--- config.mk ---
export PLATFORM = sky130hd
export DESIGN_NAME = seg_scan_ctrl
export DESIGN_NICKNAME = d
export VERILOG_FILES = /design/src/rtl/seg_scan_ctrl.sv
export SDC_FILE = /design/constraint.sdc
export NUM_CORES = 1
export LEC_CHECK = 0
export ABC_AREA = 0
export CAP_MARGIN = 40
export CELL_PAD_IN_SITES_DETAIL_PLACEMENT = 1
export CELL_PAD_IN_SITES_GLOBAL_PLACEMENT = 1
export CORE_MARGIN = 10
export CORE_UTILIZATION = 40
export CTS_BUF_LIST = sky130_fd_sc_hd__clkbuf_8
export DETAILED_ROUTE_END_ITERATION = 10
export PLACE_DENSITY = 0.8
export SLEW_MARGIN = 25
export SYNTH_ARGS = -nofsm -noshare
export SYNTH_HDL_FRONTEND = slang
export SYNTH_SLANG_ARGS = --single-unit
--- constraint.sdc ---
create_clock -name clk -period 2 [get_ports clk]
set_clock_uncertainty 0.2 [all_clocks]
set_input_delay 0.4 -clock clk [delete_from_list [all_inputs] [get_ports clk]]
set_output_delay 0.4 -clock clk [all_outputs]
set_load 0.02 [all_outputs]
--- src/rtl/seg_scan_ctrl.sv ---
`default_nettype none
// ============================================================================
// Module   : seg_scan_ctrl
// Purpose  : Four-digit seven-segment scan controller (digit select, anodes).
//            Optional per-slot anode blanking: define SEG_SCAN_GUARD_EN.
// Revision : 1.0 - initial release
// ============================================================================
module seg_scan_ctrl #(
  parameter int DIV   = 100000,
  parameter int GUARD = 16
) (
  input  logic       clk,
  input  logic       reset,
  input  logic       en,
  input  logic [3:0] digit_en,
  output logic [1:0] S,
  output logic [3:0] an,
  output logic       tick,
  output logic       frame_done
);

  localparam int              c_CNT_W = (DIV > 1) ? $clog2(DIV) : 1;
  localparam logic [c_CNT_W-1:0] c_LAST  = c_CNT_W'(DIV - 1);
  localparam logic [c_CNT_W-1:0] c_GUARD = c_CNT_W'(GUARD);

  logic [c_CNT_W-1:0] r_cnt;
  logic [3:0]         w_onehot;
  logic [3:0]         w_an_next;
  logic               w_term;

  assign w_onehot = 4'b0001 << S;
  assign w_term   = en && (r_cnt == c_LAST);

`ifdef SEG_SCAN_GUARD_EN
  // Blank the start of each slot so the previous digit never ghosts.
  assign w_an_next = (r_cnt < c_GUARD) ? 4'b1111 : ~(w_onehot & digit_en);
`else
  assign w_an_next = ~(w_onehot & digit_en);
`endif

  always_ff @(posedge clk) begin
    if (reset) begin
      r_cnt      <= '0;
      S          <= 2'b00;
      an         <= 4'b1111;
      tick       <= 1'b0;
      frame_done <= 1'b0;
    end else begin
      tick       <= 1'b0;
      frame_done <= 1'b0;
      an         <= w_an_next;
      if (w_term) begin
        r_cnt      <= '0;
        S          <= S + 2'd1;
        tick       <= 1'b1;
        frame_done <= (S == 2'd3);
      end else if (en) begin
        r_cnt <= r_cnt + 1'b1;
      end
    end
  end

endmodule
`default_nettype wire

Word level (Yosys, flattened, before mapping) --
Cells that the tools add are included.
Storage, ports and cells: bits in registers 25, bits of input ports 7, output and inout port bits 8, word-level logic and storage cells 17
Operators by class: add/sub/neg operators 2, equal/unequal tests 2, shifts and indexed selects 1, muxes and demuxes 1, bitwise gates (word level) 3, reduce and logical (&&, ||, !) cells 3
Operator list (count):
- adder 17 x 1 -> 17 bit (second input constant) | 1
- == test 17 bit (second input constant) | 1
- bitwise AND 4 bit | 1
- inverter 4 bit | 1
- OR reduction 2 bit | 2
- left shift 1 x 2 -> 4 bit (first input constant) | 1
- adder 2 x 1 -> 2 bit (second input constant) | 1
- == test 2 bit (second input constant) | 1
- logical AND 1 bit | 1
- two-way mux 1 bit | 1
- inverter 1 bit | 1

Depth between registers and ports, before layout --
depth after elaboration 4, depth in mapped cells 7

Worst setup path before layout --
OpenSTA, ideal clock, no wires.
kind register to register, start reg r_cnt[0], end reg r_cnt[8], setup time 0.115 ns, arrival 1.404 ns, slack 0.282 ns, stages on the path, launching flop included 8, buffers on the path 2, clock period less this slack 1.718 ns, cells stage by stage dfxtp_1 > ha_1 > clkbuf_1 > nand2_1 > nor2_1 > a21o_2 > buf_6 > nor2_1
Between the ends: cells in the longest elaborated chain, start to end 3, elaborated cells on any way between the ends 4
RTL lines:
- from (decl) | line 26 | logic [c_CNT_W-1:0] r_cnt;
- from (signal assigned) | line 58 | r_cnt <= r_cnt + 1'b1;
- parallel branches: the longest is 3 deep, another holds adder 17 x 1 -> 17 bit
Several ways; the timed one is not identified. A chain may end at the register's enable or synchronous reset.

Worst setup path in the final report --
start reg S[0], end out S[0]
RTL lines:
- from (decl) | line 16 | output logic [1:0] S,
- from (signal assigned) | line 54 | S <= S + 2'd1;
No word-level cell between the ends.

==> metrics <==
worst hold-check path type reg2reg; total number of vias 943; Max clock buf depth 2; post-synthesis cell type count 26; fillers 315; GRT Util Overall 10.4%; Pwr Density 614 mW/mm^2; post-synthesis cell count 121; H-tree levels 1; Worst-path clk slew 0.08 ns; CP Depth 1; Final Cell Area 0.00139 sq mm; die area 0.00533 sq mm; number of global-route vias before repair 962; vias per cell 5.45; Crit Path Max Fanout 5; CTS tree built; WP data required 1.40 ns; commonest non-fill, non-tap cell in the layout dfxtp_1; Finished Core Util 50.8%; Layout area overhead 23.5%; Setup Viol. Count Final 0; routability cong. 0.823; die height 73.0 um; register area 500 sq um; worst reg-to-reg path cell count 5; part of the cycle the worst path needs 96.7%; max incr delay on CP 0.64 ns; CP top delay family buffers and inverters; Antenna diodes 0; Final Power 853 uW; CTS Sinks 25; MaxCap Viol Count 0; Sw Share 21.4%; Worst Setup End Kind output port; total grt overflow 0; Cell Area, Placed 0.00134 sq mm; final wirelength 2600 um; clock buffer count from CTS 3; Hold Buf Count CTS 0; Worst Tran Pin Value 0.380 ns; RSZ-0062 raised after global routing no; syn nets 133; DRT antenna net count 0; Slew Limit Fails 0; crit path kind reg2out; CP arrival 1.33 ns; CP max stage cell clkdlybuf4s50_1; status finished clean; Internal 670 uW; Min-Delay Path Depth 2; syn avg cell area 9.30 sq um; Die X-Extent 73.0 um; highest clock rate 0.517 GHz; CP Cell Sequence clkdlybuf4s50_1; Ports 15; area of the multi-input gates 574 sq um; sequential area share after synthesis 44.5%; First-pass DRT Iterations 4; combinational share of power 6.4%; Max rail drop VDD 335 uV; Nets 155; Startpoint Class flip-flop; Yosys warnings 0; commonest non-fill, non-tap cells in the layout dfxtp_1, nor2_1, clkdlybuf4s50_1; Slew HR 74.4%; DR iter-0 viols 26; TNS Setup 0 ns; first-pass GRT wire length 4530 um; largest net degree at the start of global routing 17; Net Sw Power 182 uW; DP HPWL 2030 um; Mapped Area 0.00112 sq mm; flops & latches, synth 25; CORE AREA 0.00273 sq mm; clk_lat worst skew 0.27 ns; initial core utilization 41.1%; Avg WL per Cell 15.0 um; Sequential Power Share 59.5%; clock power share 34.1%; Clock Root Buffer clkbuf_8; share of layout cells above drive strength 1 12.0%; num rows 19; Residual DRC 0; Buf/Inv on CP 1; initial antenna violation count 0; Leakage Power 0.505 nW; Fin. Hold Viols 0; fin crit period 1.93 ns; number of port buffers 14
## final timing paths
check	startpoint	end	slack, ns
worst max-delay path	S[0]	S[0]	0.07
worst min-delay path	r_cnt[16]	r_cnt[16]	0.35
worst max register to register	r_cnt[2]	r_cnt[16]	0.26
worst min register to register	r_cnt[16]	r_cnt[16]	0.35
## flip-flops by register name, summed over array words and instances, names as in the netlist
register,count
frame_done,1
S,2
an,4
r_cnt,17
tick,1
## power by group through the flow
stage,registers (mW),logic (mW),clock network (mW)
after global placement,0.518,0.0537,0
final,0.507,0.0547,0.291
after floorplan,0.521,0.0241,0
after global routing,0.508,0.0605,0.322
after detailed placement,0.519,0.0553,0
after CTS,0.507,0.0557,0.305
## metrics by stage
stage | instances | hold WS [ns] | worst slack (ns)
after floorplan | 121 | 0.278 | 0.282
after global placement | 169 | 0.302 | -0.142
after detailed placement | 169 | 0.330 | -0.154
after CTS | 173 | 0.354 | 0.0375
after global routing | 173 | 0.399 | 0.00839
final | 173 | 0.347 | 0.0656
## routing by layer
layer  part of all wire [%]  wire length [um]  track usage, %
met4                    1.8                46            4.43
met1                     44              1150            11.4
met2                     50              1300            18.1
met3                    4.2               109            2.59
met5                      0                 0               0
## synth_stat cells
library cell  number  area share [%]
nor2_1            17             5.7
and3_1             1            0.56
nand4_2            1             1.1
ha_1               5             5.6
nand3b_1           4             2.7
xnor2_1           12             9.3
buf_6              2             2.0
nor2_2             3             1.7
and4b_1            1            0.89
mux2i_1            1            0.89
a21oi_1            2            0.89
nand2_1            6             2.0
nand4_1            7             3.9
inv_1              4             1.3
and4_1             1            0.78
nor3b_1            1            0.67
a21o_2             1            0.78
xor2_1             4             3.1
nor3_1             4             1.8
nor4_1             7             3.9
buf_2              1            0.44
dfxtp_1           25              44
nand3_1            6             2.7
nor4b_2            1             1.3
clkbuf_1           2            0.67
o21ai_0            2            0.89
## cells by family (layout without fill, tap and decap cells)
family / after synthesis / count (layout) / synth area share [%]
AO/OA/AOI/OAI: 5 / 5 / 2.56
XOR/XNOR: 16 / 16 / 12.5
AND/OR/NAND/NOR: 60 / 60 / 29.6
adder cells (fa/ha/maj): 5 / 5 / 5.56
multiplexers: 1 / 1 / 0.890
flip-flops: 25 / 25 / 44.5
buffers and inverters: 9 / 30 / 4.45
## final cells by class
type                    instances  area share, %
clock buffers                   3           2.97
clock inverters                 1          0.270
inverters                       4           1.08
multi-input cells              87           41.4
flip-flops and latches         25           36.0
well taps                      31           2.79
repair buffers                 22           15.5
## timing repair
| action | in CTS | in global routing |
|---|---|---|
| setup buffers | 0 | 0 |
| endpoints found under the setup margin | 0 | 1 |
| resized for setup | 0 | 1 |
No activity file was read; power rests on OpenSTA's default activity.
==> edit (same settings) <==
Add a define of `SEG_SCAN_GUARD_EN`.
--- a/src/rtl/seg_scan_ctrl.sv
+++ b/src/rtl/seg_scan_ctrl.sv
@@ -6,4 +6,6 @@
 // Revision : 1.0 - initial release
 // ============================================================================
+`define SEG_SCAN_GUARD_EN
+
 module seg_scan_ctrl #(
   parameter int DIV   = 100000,
Formal check against the unedited RTL: not equivalent (a bounded check fails within 4 cycles, from zero or initial values and one cycle with reset high).
==> edit against the original RTL <==
- final cell count is 1.2% lower
- total power fell by 0.37%
- final area barely moved
- synthesized area increased by 1.1%
- combinational power down 22%
- wire length rose by 6.9%
- setup slack gained 0.030 ns
- sequential cell count is the same
- hold slack gained 0.023 ns
==> edit: results (changes against the original RTL) <==
\begin{tabular}{lr}
\hline
Metric & Value \\
\hline
\multicolumn{2}{l}{\textbf{Yosys}} \\
\quad Synthesized area divided by synthesized cell count & 9.400 µm² (+1.1\%) \\
\quad Xor-xnor portion of the synthesized cell area & 12.32\% (-0.14 points) \\
\quad Synth Area in Compound Gates & 4.180\% (+1.6 points) \\
\quad Portion of the post-synthesis area used by sequential elements & 44.00\% (-0.49 points) \\
\quad Proportion of synthesized area in mux cells & 0.8801\% (-0.0098 points) \\
\multicolumn{2}{l}{\textbf{Power}} \\
\quad Portion of total power attributed to the clock network & 35.3\% (+1.2 points) \\
\quad Switch share & 21.69\% (+0.30 points) \\
\multicolumn{2}{l}{\textbf{Min path}} \\
\quad End point of the most critical hold path & S[0]\$\_SDFFE\_PP0P\_ \\
\quad Hold wc startpoint & S[0]\$\_SDFFE\_PP0P\_ \\
\multicolumn{2}{l}{\textbf{Drt}} \\
\quad Vias & 952 (+0.95\%) \\
\quad Post-DR vias/cell & 5.567 (+2.1\%) \\
\quad Iteration-0 DRC Markers & 34 (+31\%) \\
\quad Count of TritonRoute iterations in the first routing pass & 3 (-1) \\
\quad Routed WL per cell & 16.26 µm (+8.1\%) \\
\multicolumn{2}{l}{\textbf{Status}} \\
\quad Run status & finished clean \\
\multicolumn{2}{l}{\textbf{Worst setup path}} \\
\quad Capturing instance or port of the critical path & S[1] \\
\quad Worst R2R Setup Slack & 0.18 ns (-0.08 ns) \\
\quad Startpoint of the worst register-to-register path & r\_cnt[0]\$\_SDFFE\_PP0P\_ \\
\quad Timing startpoint of the critical path & S[1]\$\_SDFFE\_PP0P\_ \\
\multicolumn{2}{l}{\textbf{Global routing}} \\
\quad Pin count of the biggest net entering global routing & 18 (+1) \\
\quad First-pass GRT wire length & 4747 µm (+4.9\%) \\
\quad Vias in the first global route & 1022 (+6.2\%) \\
\multicolumn{2}{l}{\textbf{Place}} \\
\quad Detailed Place HPWL & 2033 µm (+0.18\%) \\
\quad Placed cell count & 167 (-1.2\%) \\
\quad Weighted congestion reported at the end of routability-driven placement & 0.8142 (-1.1\%) \\
\multicolumn{2}{l}{\textbf{Cells and area}} \\
\quad Fraction of layout cells with a size suffix above 1 & 8.571\% (-3.4 points) \\
\quad Total of fill cells in the finished design & 317 (+0.63\%) \\
\multicolumn{2}{l}{\textbf{STA}} \\
\quad Post-layout worst setup margin & 0.09524 ns (+0.02968 ns) \\
\hline
\end{tabular}
edit: stage by stage:
step / TNS (ns) / total power [mW]
after floorplan: 0 / 0.5392
after global placement: -0.1293 / 0.5615
after detailed placement: -0.6331 / 0.5625
after CTS: 0 / 0.8697
after global routing: 0 / 0.8916
final: 0 / 0.8497
edit: layout make-up:
type                    count  area, µm²  area share [%]
repair buffers             18      185.2           13.35
clock inverters             1      5.005          0.3607
multi-input cells          89      601.8           43.37
inverters                   4      15.01           1.082
well taps                  31      38.79           2.795
clock buffers               3      41.29           2.976
flip-flops and latches     25      500.5           36.07
edit: per-layer routing:
| metal | GRT usage (%) | vias up | share of wire (%) |
|---|---|---|---|
| met3 | 2.961 | 7 | 5.9 |
| met4 | 6.832 | 0 | 2.6 |
| met2 | 19.87 | 21 | 51 |
| met5 | 0 | - | 0 |
| met1 | 11.35 | 466 | 41 |
| li1 | - | 458 | - |
edit: tightest hold or removal path: cells and delay by family (launching register included):
kind,cells,cell delay [ns]
AO/OA/AOI/OAI,2,0.16
flip-flops,1,0.37
